File: config.mk
export PLATFORM = sky130hd
export DESIGN_NAME = hazard_ctrl
export DESIGN_NICKNAME = d
export VERILOG_FILES = /design/src/rtl/hazard_ctrl.sv
export SDC_FILE = /design/constraint.sdc
export NUM_CORES = 1
export LEC_CHECK = 0
export ABC_CLOCK_PERIOD_IN_PS = 2770
export BUFFER_PORTS_ARGS = -buffer_cell sky130_fd_sc_hd__clkbuf_2
export CORE_ASPECT_RATIO = 1.1
export CORE_MARGIN = 10
export CORE_UTILIZATION = 35
export DETAILED_ROUTE_END_ITERATION = 8
export SYNTH_ARGS = -nofsm -noshare
export SYNTH_HDL_FRONTEND = slang
export SYNTH_SLANG_ARGS = --single-unit
File: constraint.sdc
create_clock -name clk -period 2.77 [get_ports clk]
set_input_delay 0.277 -clock clk [delete_from_list [all_inputs] [get_ports clk]]
set_output_delay 0.277 -clock clk [all_outputs]
set_load 0.05 [all_outputs]
File: src/rtl/hazard_ctrl.sv
// Pipeline sequencing controller: stall/flush/freeze strobes for the
// 5-stage core, memory watchdog and stall/flush performance counters.
module hazard_ctrl #(
  parameter int MEM_TIMEOUT = 16,
  parameter int CNT_W       = 32
) (
  input  logic             clk,
  input  logic             rst,
  input  logic [4:0]       id_rs1,
  input  logic [4:0]       id_rs2,
  input  logic             id_use_rs1,
  input  logic             id_use_rs2,
  input  logic             ex_memRead,
  input  logic [4:0]       ex_rd,
  input  logic             ex_redirect,
  input  logic             mem_memRead,
  input  logic             mem_memWrite,
  input  logic             dmem_ready,
  output logic             pc_en,
  output logic             ifid_en,
  output logic             idex_en,
  output logic             exmem_en,
  output logic             ifid_flush,
  output logic             idex_flush,
  output logic             memwb_flush,
  output logic             dmem_req,
  output logic             mem_timeout,
  output logic [CNT_W-1:0] stall_cycles,
  output logic [CNT_W-1:0] flush_events
);

  localparam int WW = (MEM_TIMEOUT > 1) ? $clog2(MEM_TIMEOUT) : 1;
  localparam logic [WW-1:0] LAST = WW'(MEM_TIMEOUT - 1);

  typedef enum logic [1:0] {
    RUN      = 2'd0,
    MEM_WAIT = 2'd1,
    ERROR    = 2'd2
  } state_t;

  state_t        state;
  state_t        state_nxt;
  logic [WW-1:0] wait_cnt;
  logic [WW-1:0] wait_cnt_nxt;

  logic mem_acc;
  logic load_use;
  logic frozen;
  logic redirect;
  logic lu_stall;

  assign mem_acc = mem_memRead | mem_memWrite;

  assign load_use = ex_memRead && (ex_rd != 5'd0) &&
                    ((id_use_rs1 && (id_rs1 == ex_rd)) ||
                     (id_use_rs2 && (id_rs2 == ex_rd)));

  always_comb begin
    frozen = 1'b0;
    unique case (state)
      RUN:      frozen = mem_acc & ~dmem_ready;
      MEM_WAIT: frozen = ~dmem_ready;
      ERROR:    frozen = 1'b1;
      default:  frozen = 1'b1;
    endcase
  end

  // Redirect kills the load-use consumer, so it wins over the stall.
  assign redirect = ~frozen & ex_redirect;
  assign lu_stall = ~frozen & ~ex_redirect & load_use;

  always_comb begin
    pc_en       = 1'b1;
    ifid_en     = 1'b1;
    idex_en     = 1'b1;
    exmem_en    = 1'b1;
    ifid_flush  = 1'b0;
    idex_flush  = 1'b0;
    memwb_flush = 1'b0;
    dmem_req    = mem_acc && (state != ERROR);
    if (rst) begin
      pc_en       = 1'b0;
      ifid_en     = 1'b0;
      idex_en     = 1'b0;
      exmem_en    = 1'b0;
      ifid_flush  = 1'b1;
      idex_flush  = 1'b1;
      memwb_flush = 1'b1;
      dmem_req    = 1'b0;
    end else begin
      unique case (1'b1)
        frozen: begin
          pc_en       = 1'b0;
          ifid_en     = 1'b0;
          idex_en     = 1'b0;
          exmem_en    = 1'b0;
          memwb_flush = 1'b1;
        end
        redirect: begin
          ifid_flush = 1'b1;
          idex_flush = 1'b1;
        end
        lu_stall: begin
          pc_en      = 1'b0;
          ifid_en    = 1'b0;
          idex_flush = 1'b1;
        end
        default: ;
      endcase
    end
  end

  always_comb begin
    state_nxt    = state;
    wait_cnt_nxt = wait_cnt;
    unique case (state)
      RUN: begin
        if (mem_acc && !dmem_ready) begin
          state_nxt    = MEM_WAIT;
          wait_cnt_nxt = '0;
        end
      end
      MEM_WAIT: begin
        if (dmem_ready) begin
          state_nxt = RUN;
        end else if (wait_cnt == LAST) begin
          state_nxt = ERROR;
        end else begin
          wait_cnt_nxt = wait_cnt + 1'b1;
        end
      end
      ERROR:   state_nxt = ERROR;
      default: state_nxt = ERROR;
    endcase
  end

  always_ff @(posedge clk or posedge rst) begin
    if (rst) begin
      state       <= RUN;
      wait_cnt    <= '0;
      mem_timeout <= 1'b0;
    end else begin
      state       <= state_nxt;
      wait_cnt    <= wait_cnt_nxt;
      mem_timeout <= (state_nxt == ERROR);
    end
  end

  // Counters freeze in ERROR and saturate at all-ones.
  always_ff @(posedge clk or posedge rst) begin
    if (rst) begin
      stall_cycles <= '0;
      flush_events <= '0;
    end else if (state != ERROR) begin
      if (!pc_en && (stall_cycles != '1))
        stall_cycles <= stall_cycles + 1'b1;
      if (redirect && (flush_events != '1))
        flush_events <= flush_events + 1'b1;
    end
  end

endmodule
==> results of run 1 <==
[power breakdown]
group / switching (W) / internal, W / total (W)
sequential: 0.000188 / 0.00118 / 0.00137
combinational: 0.000720 / 0.000246 / 0.000966
clock: 0.000387 / 0.000491 / 0.000878
total: 0.00130 / 0.00192 / 0.00321
[area by class of cell]
| cell class | count | area [um2] | share of cell area [%] |
|---|---|---|---|
| Sequential cell | 71 | 1780 | 41.2 |
| Tap cell | 120 | 150 | 3.48 |
| Timing Repair Buffer | 100 | 513 | 11.9 |
| Multi-Input combinational cell | 251 | 1620 | 37.5 |
| Clock buffer | 14 | 173 | 4.00 |
| Inverter | 11 | 45.0 | 1.04 |
| Clock inverter | 2 | 37.5 | 0.870 |
[metrics by stage]
step	cells	power (W)	cell area (um2)
final	569	0.00321	4320
after global routing	569	0.00339	4320
after CTS	569	0.00325	4320
after detailed placement	552	0.00236	4100
after global placement	552	0.00235	4100
after floorplan	339	0.00209	3480
[registers in the layout (all words and copies together) (netlist names)]
name / flops
mem_timeout: 1
stall_cycles: 32
flush_events: 32
state: 2
wait_cnt: 4
[critical path: stages (launching register included)]
cell and delay (ps):
dfrtp_1 410, nor3_2 250, nor2_1 80, or3b_1 470, o311ai_1 160, clkbuf_2 350
[layer usage]
metal	part of all wire, %	vias up	track usage (%)
li1	-	1368	-
met5	0	-	0
met2	49	66	19.9
met4	1.7	0	5.32
met1	44	1306	15.5
met3	5.8	11	3.66
[worst min path at each step]
| stage | from | end | slack, ps | depth (start not counted) |
|---|---|---|---|---|
| 2_1_floorplan | dmem_ready | wait_cnt[2] | 450 | 2 |
| 3_3_place_gp | rst | state[0] | 300 | 2 |
| 3_5_place_dp | rst | state[0] | 310 | 2 |
| 4_1_cts | dmem_ready | wait_cnt[3] | 280 | 3 |
| 5_1_grt | dmem_ready | wait_cnt[3] | 310 | 3 |
| 6_report | dmem_ready | wait_cnt[3] | 280 | 3 |
[logic make-up (layout without fill, tap and decap cells)]
logic type | Yosys count | count (layout) | share of synthesized area, %
AO/OA/AOI/OAI | 14 | 14 | 2.92
flip-flops | 71 | 71 | 51.2
XOR/XNOR | 74 | 74 | 18.7
multiplexers | 2 | 2 | 0.612
buffers and inverters | 17 | 127 | 2.20
AND/OR/NAND/NOR | 158 | 158 | 23.4
adder cells (fa/ha/maj) | 3 | 3 | 1.08
[cell usage after synthesis, types with 2 or more instances]
master	count	area [um2]
xnor2_1	42	368
or3_1	4	25.0
inv_1	11	41.3
and3_1	7	43.8
dfrtp_1	71	1780
o21bai_1	2	15.0
nand4_1	15	93.8
nor2_1	25	93.8
nor3_2	2	20.0
nand2_1	40	150
a21oi_1	2	10.0
nand2b_1	2	12.5
nor2_2	3	18.8
ha_1	3	37.5
nand3_1	24	120
buf_2	4	20.0
nor3_1	19	95.1
xor2_1	32	280
nor4_1	7	43.8
buf_4	2	15.0
==> run_results.csv, run 1 <==
group,metric,value,unit
placement,gp_congestion,0.818,
logic_synthesis,ys_warn_count,0,
min_path,hold_path.class,"input port to register",
route,wl_per_cell,15.0,um
cts,cts_tree,"yes",
sta,whs,284,ps
logic_synthesis,synth_fp_nets,366,
worst_setup_path,endpoint,"idex_flush",
sta,fin_skew,8.89,ps
sta,finalCriticalPeriod,2340,ps
die,fp.dieW,115,um
global_route,grt_pass1_wl,14.7,mm
route,detail-route-antenna-nets,0,
global_route,antenna_found_initial,0,
flow_run,drv_cap,0,
worst_setup_path,timing.rr.end,"stall_cycles[21]",
sta,min_period_over_period,84.6,%
finish,area_growth_syn_to_layout,24.2,%
route,totalWireLength,8.52,mm
worst_setup_path,cp-start-kind,"register",
cts,ctsHoldBuffers,1,
finish,drive_above_1_share,28.3,%
worst_setup_path,worst-r2r-setup-slack,450,ps
logic_synthesis,synth-edff-count,0,
cts,clockBufferDepth,2,
status,outcome,"finished, final reports clean",
global_route,grt_pass1_vias,2917,
power,peakVddDrop,0.390,mV
cts,cts_inserted_buffers,9,
route,drcViolationCount,0,
cts,root_buffer,"clkbuf_8",
placement,place_ws,481,ps
global_route,grt_max_degree,36,
finish,most-common-layout-cells,"clkbuf_2, dfrtp_1, xnor2_1",
logic_synthesis,syn_area,3470,um2
worst_setup_path,critPathCaptureType,"output pin",
logic_synthesis,synth_top_flop_cell,"dfrtp_1",
logic_synthesis,avgSynthCellArea,10.2,um2
die,die-height,124,um
finish,n_antenna_cell,0,
placement,dp_hpwl,6.52,mm
sta,setup_tns,0,ps
worst_setup_path,crit_type,"register to output pin",
worst_setup_path,cp.required,2490,ps
sta,rsz0062_at_grt,"no",
worst_setup_path,r2r_cells,8,
finish,layout_commonest_cell,"clkbuf_2",
route,drtPass1Iterations,4,
route,via_count,2751,
logic_synthesis,synthCells,339,
worst_setup_path,cp_data_arrival_time,2070,ps
logic_synthesis,ys_seq_elements,71,
die,num_rows,38,
die,num_io_pins,97,
sta,worstMarginPinSlew,629,ps
logic_synthesis,synth-seq-area-share,51.2,%
cts,postCtsSetupRepairBufs,0,
cts,h-tree-depth,3,
die,core_area,9790,um2
power,static-leakage-power,2.03,nW
global_route,grtUsageTotal,12.6,%
sta,setup_ws,426,ps
cts,post_cts_resized,0,
sta,slew_violations,0,
die,die_area,14300,um2
finish,layout.nets,471,
sta,fmax,0.427,GHz
logic_synthesis,synth_cell_types,42,
cts,numClockSinks,71,
die,initial_core_util,35.5,%
sta,relSlewSlack,57.9,%
worst_setup_path,regToRegStartpoint,"stall_cycles[0]",
placement,io_buffer_count,96,
finish,fillers,977,
cts,clk_pin_slew,70,ps
cts,clkLatencyLatePin,350,ps
worst_setup_path,cp_max_fo,6,
worst_setup_path,cp-startpoint,"state[0]",
route,vias_per_cell,4.83,
logic_synthesis,synthArstFlopShare,100,%
route,drt_iter0_drc,86,
sta,finalSetupViolations,0,
finish,final_util,44.1,%
sta,hold_viol,0,
power,p_per_area,744,nW/um2
global_route,overflow,0,
No activity file was read; power rests on OpenSTA's default activity.
==> run 2, diff against run 1 <==
--- a/config.mk
+++ b/config.mk
@@ -5,7 +5,7 @@
 export SDC_FILE = /design/constraint.sdc
 export NUM_CORES = 1
 export LEC_CHECK = 0
-export ABC_CLOCK_PERIOD_IN_PS = 2770
+export ABC_CLOCK_PERIOD_IN_PS = 1900
 export BUFFER_PORTS_ARGS = -buffer_cell sky130_fd_sc_hd__clkbuf_2
 export CORE_ASPECT_RATIO = 1.1
 export CORE_MARGIN = 10
==> constraint.sdc (replaced) <==
create_clock -name clk -period 1.9 [get_ports clk]
set_input_delay 0.19 -clock clk [delete_from_list [all_inputs] [get_ports clk]]
set_output_delay 0.19 -clock clk [all_outputs]
set_load 0.05 [all_outputs]
==> run_results.csv, run 2 (same netlist as run 1, synthesis figures left out) <==
group,metric,value,unit
status,outcome,"finished, violations left",
status,violations,"negative setup slack",
die,die-height,124,um
cts,h-tree-depth,3,
power,swShare,38.7,%
worst_setup_path,cpMaxStageDelayCell,"or4_4",
worst_setup_path,crit_chain,"nor3_2 > nor2_1 > or3b_4 > buf_6 > o21bai_4 > or4_4 > xnor2_1",
finish,area_growth_syn_to_layout,68.4,%
route,dr_wl_met3,619,um
worst_setup_path,cp_data_arrival_time,2300,ps
power,peakVddDrop,0.588,mV
route,detail-route-antenna-nets,0,
finish,n_antenna_cell,0,
route,drtPass1Iterations,4,
power,clock_power_share,26.1,%
die,die_area,14300,um2
sta,min_period_over_period,108,%
die,num_io_pins,97,
power,p_per_area,955,nW/um2
worst_setup_path,critPathCaptureType,"register",
route,drt_iter0_drc,125,
route,vias_per_cell,4.86,
worst_setup_path,crit_type,"register to register",
die,num_rows,38,
route,highest_layer,"met4",
cts,numClockSinks,71,
route,wl_met2,5.63,mm
worst_setup_path,path_delay_family,"simple AND/OR/NAND/NOR gates",
cts,cts_inserted_buffers,9,
route,wl_per_cell,16.1,um
sta,finalCriticalPeriod,2060,ps
route,totalWireLength,10.8,mm
sta,relSlewSlack,68.6,%
global_route,grt_pass1_vias,3510,
worst_setup_path,cp-start-kind,"register",
power,static-leakage-power,2.80,nW
global_route,antenna_found_initial,0,
finish,layout.nets,574,
cts,clk_pin_slew,80,ps
global_route,grt_max_degree,37,
sta,fmax,0.486,GHz
sta,worstMarginPinSlew,471,ps
power,p_int,0.00343,W
die,core_area,9790,um2
cts,ctsHoldBuffers,0,
die,initial_core_util,35.5,%
sta,setup_ws,-158,ps
min_path,hold_path.class,"input port to async pin",
worst_setup_path,slowest_delay,430,ps
route,wl_met1,4.37,mm
worst_setup_path,regToRegStartpoint,"state[0]",
cts,clkLatencyLatePin,350,ps
global_route,grtUsageTotal,14.5,%
placement,io_buffer_count,96,
sta,fin_skew,9.79,ps
placement,place_ws,-166,ps
placement,gp_congestion,0.765,
cts,clockBufferDepth,2,
finish,drive_above_1_share,58.5,%
worst_setup_path,cp_max_fo,7,
worst_setup_path,cp-startpoint,"state[0]",
route,via_count,3264,
finish,largest_registers,"flush_events x32, stall_cycles x32, wait_cnt x4",
sta,setup_tns,-3130,ps
sta,slew_violations,0,
cts,cts_tree,"yes",
global_route,grt_pass1_wl,17.1,mm
power,combPwrFrac,39.6,%
sta,finalSetupViolations,49,
global_route,overflow,0,
flow_run,drv_cap,0,
sta,hold_viol,0,
worst_setup_path,cp.required,2140,ps
placement,dp_hpwl,7.26,mm
cts,root_buffer,"clkbuf_8",
power,p_total,0.00559,W
power,p_switching,0.00216,W
die,fp.dieW,115,um
route,drcViolationCount,0,
sta,rsz0062_at_grt,"yes",
worst_setup_path,worst-r2r-setup-slack,-160,ps
power,pwr-share-seq,34.3,%
finish,most-common-layout-cells,"buf_4, clkbuf_2, dfrtp_1",
worst_setup_path,worst-path-buf-inv,1,
sta,whs,183,ps
run 2: power groups by stage:
| stage | Sequential, W | Combinational (W) | Clock [W] |
|---|---|---|---|
| after CTS | 0.00191 | 0.00211 | 0.00150 |
| after global routing | 0.00194 | 0.00236 | 0.00157 |
| after detailed placement | 0.00193 | 0.00193 | 0 |
| after global placement | 0.00192 | 0.00190 | 0 |
| after floorplan | 0.00266 | 0.000463 | 0 |
| final | 0.00191 | 0.00221 | 0.00146 |
run 2: metal layers:
layer,global-route usage [%],vias to the layer above
met5,0,-
met4,4.45,0
met3,4.82,13
met2,24.0,87
met1,17.2,1585
li1,-,1579
run 2: area by class of cell:
cell class	instances	area [um2]
timing repair buffer	203	1440
inverter	11	45.0
tap	120	150
fill	793	3950
clock buffer	10	128
multi-input combinational	251	2180
clock inverter	6	109
sequential	71	1800
run 2: path summary, 6_finish.rpt:
path,cells past startpoint,end
max,7,flush_events[17]
min,4,state[1]
max reg2reg,7,flush_events[17]
min reg2reg,1,flush_events[26]
max in group asynchronous,4,stall_cycles[7]
min in group clk,3,state[1]
run 2: worst reg2reg max path, stage by stage (launching register included):
cell      delay, ps
dfrtp_1         390
nor3_2          140
nor2_1           90
or3b_4          420
buf_6           140
o21bai_4        210
or4_4           430
xnor2_1         140
run 2: metrics by stage:
step	area, um2	cells	utilization [%]
6_report	5850	672	59.7
5_1_grt	5850	672	59.7
4_1_cts	5490	661	56.0
3_5_place_dp	4790	628	48.9
3_3_place_gp	4790	628	48.9
2_1_floorplan	3570	339	-
run 2: what timing repair did:
action | CTS | global route
endpoints found under the setup margin | 38 | 65
buffers inserted | 14 | 10
cloned | 3 | 1
pin swaps | 24 | 35
endpoints found under the hold margin | 0 | 0
resized for setup | 55 | 61
==> run 3, diff against run 2 <==
--- a/config.mk
+++ b/config.mk
@@ -6,11 +6,12 @@
 export NUM_CORES = 1
 export LEC_CHECK = 0
 export ABC_CLOCK_PERIOD_IN_PS = 1900
-export BUFFER_PORTS_ARGS = -buffer_cell sky130_fd_sc_hd__clkbuf_2
+export CAP_MARGIN = 10
 export CORE_ASPECT_RATIO = 1.1
 export CORE_MARGIN = 10
 export CORE_UTILIZATION = 35
 export DETAILED_ROUTE_END_ITERATION = 8
+export DONT_BUFFER_PORTS = 1
 export SYNTH_ARGS = -nofsm -noshare
 export SYNTH_HDL_FRONTEND = slang
 export SYNTH_SLANG_ARGS = --single-unit
==> run_results.csv, run 3 (same netlist as run 1, synthesis figures left out) <==
group,metric,value,unit
finish,final_cells,603,
global_route,grtUsageTotal,13.4,%
finish,most-common-layout-cells,"buf_4, dfrtp_1, xnor2_1",
sta,fin_skew,7.27,ps
route,totalWireLength,9.81,mm
global_route,grt_max_degree,45,
power,static-leakage-power,2.58,nW
die,die-height,124,um
cts,numClockSinks,71,
worst_setup_path,path_delay_family,"simple AND/OR/NAND/NOR gates",
die,initial_core_util,35.5,%
sta,worstMarginPinSlew,578,ps
route,vias_per_cell,4.97,
die,num_rows,38,
sta,hold_viol,0,
cts,root_buffer,"clkbuf_8",
worst_setup_path,cp.required,2170,ps
worst_setup_path,worst-path-buf-inv,0,
finish,n_antenna_cell,0,
worst_setup_path,worst-r2r-setup-slack,-150,ps
worst_setup_path,timing.rr.end,"stall_cycles[30]",
status,violations,"negative setup slack",
worst_setup_path,cp_max_fo,4,
route,drt_iter0_drc,105,
worst_setup_path,cp_data_arrival_time,2310,ps
placement,place_ws,-160,ps
flow_run,drv_cap,0,
worst_setup_path,r2r_cells,7,
finish,final_util,56.4,%
worst_setup_path,critPathCaptureType,"register",
route,drtPass1Iterations,4,
finish,layout.nets,505,
sta,relSlewSlack,61.5,%
worst_setup_path,crit_chain,"ha_4 > nand2_4 > or3_4 > nand2b_4 > or4b_4 > nor2_4 > xor2_1",
cts,clockBufferDepth,2,
global_route,grt_pass1_vias,3172,
cts,clkLatencyLatePin,350,ps
die,num_io_pins,97,
worst_setup_path,crit_type,"register to register",
sta,finalCriticalPeriod,2050,ps
sta,fmax,0.489,GHz
min_path,hold_path.class,"input port to register",
route,drcViolationCount,0,
sta,setup_ws,-145,ps
route,wl_per_cell,16.3,um
finish,area_growth_syn_to_layout,59.0,%
sta,min_period_over_period,108,%
cts,cts_tree,"yes",
route,detail-route-antenna-nets,0,
sta,slew_violations,0,
placement,dp.cells,570,
die,core_area,9790,um2
worst_setup_path,slowest_delay,620,ps
worst_setup_path,regToRegStartpoint,"stall_cycles[1]",
placement,io_buffer_count,0,
global_route,antenna_found_initial,0,
power,p_total,0.00530,W
die,die_area,14300,um2
status,outcome,"finished, violations left",
cts,clk_pin_slew,80,ps
min_path,hold_path_depth,2,
global_route,overflow,0,
finish,layout_commonest_cell,"buf_4",
placement,dpl-instance-area,4600,um2
cts,h-tree-depth,3,
global_route,grt_pass1_wl,15.7,mm
min_path,hold_path_end,"state[1]",
die,fp.dieW,115,um
finish,fin_area,5520,um2
worst_setup_path,cpMaxStageDelayCell,"or4b_4",
placement,gp_congestion,0.749,
power,p_per_area,960,nW/um2
cts,cts_inserted_buffers,9,
sta,finalSetupViolations,35,
placement,dp_hpwl,6.99,mm
finish,largest_registers,"flush_events x32, stall_cycles x32, wait_cnt x4",
route,via_count,2998,
worst_setup_path,critical_path_cell_count,7,
worst_setup_path,cp-start-kind,"register",
power,peakVddDrop,0.478,mV
sta,rsz0062_at_grt,"yes",
min_path,hold_start,"dmem_ready",
finish,drive_above_1_share,50.9,%
## run 3: cell types whose count changed in the layout (fill, tap and decap cells not counted), moves of 3 or more
cell	change
buf_12	+3
buf_16	-4
buf_4	+22
clkbuf_2	-92
clkbuf_8	+3
nand2_4	+3
nor3_2	-7
nor3_4	+6
## run 3: power by group
group          internal, W  switching, W
Clock             0.000717      0.000574
Combinational     0.000772       0.00135
Sequential         0.00174      0.000144
Total              0.00323       0.00207
## run 3: layer usage
layer | track usage [%] | routed length, um | share of wire [%] | vias up
met4 | 4.59 | 108 | 1.1 | 0
met3 | 5.11 | 699 | 7.1 | 7
met5 | 0 | 0 | 0 | -
li1 | - | - | - | 1432
met2 | 22.4 | 5200 | 53 | 67
met1 | 15.0 | 3800 | 39 | 1492
## run 3: final cells by class
type                            count  area, um2
Inverter                           11       45.0
Multi-Input combinational cell    251       2190
Tap cell                          120        150
Clock buffer                       14        173
Fill cell                         836       4270
Sequential cell                    71       1800
Clock inverter                      2       37.5
Timing Repair Buffer              134       1130
## run 3: metrics by stage
step / hold WS (ps) / setup TNS (ps)
finish: 77.0 / -2640
global route: 85.9 / -8250
CTS: 44.5 / -2930
detailed placement: 239 / -3670
global placement: 223 / -2110
floorplan: 361 / -11100
## run 3: repair_timing
action,4_1_cts,5_1_grt
cloned,1,0
setup endpoints to repair,55,64
pin swaps,15,37
hold endpoints to repair,71,0
setup buffers,9,7
gates resized for setup,45,66
hold buffers,1,0
## run 3: worst max-delay path by stage
stage / slack, ps / from / to
after floorplan: -310 / stall_cycles[0] / stall_cycles[30]
after detailed placement: -160 / state[0] / flush_events[17]
after global placement: -110 / state[0] / flush_events[17]
after CTS: -170 / state[0] / stall_cycles[30]
final: -150 / stall_cycles[1] / stall_cycles[30]
after global routing: -250 / state[0] / flush_events[29]
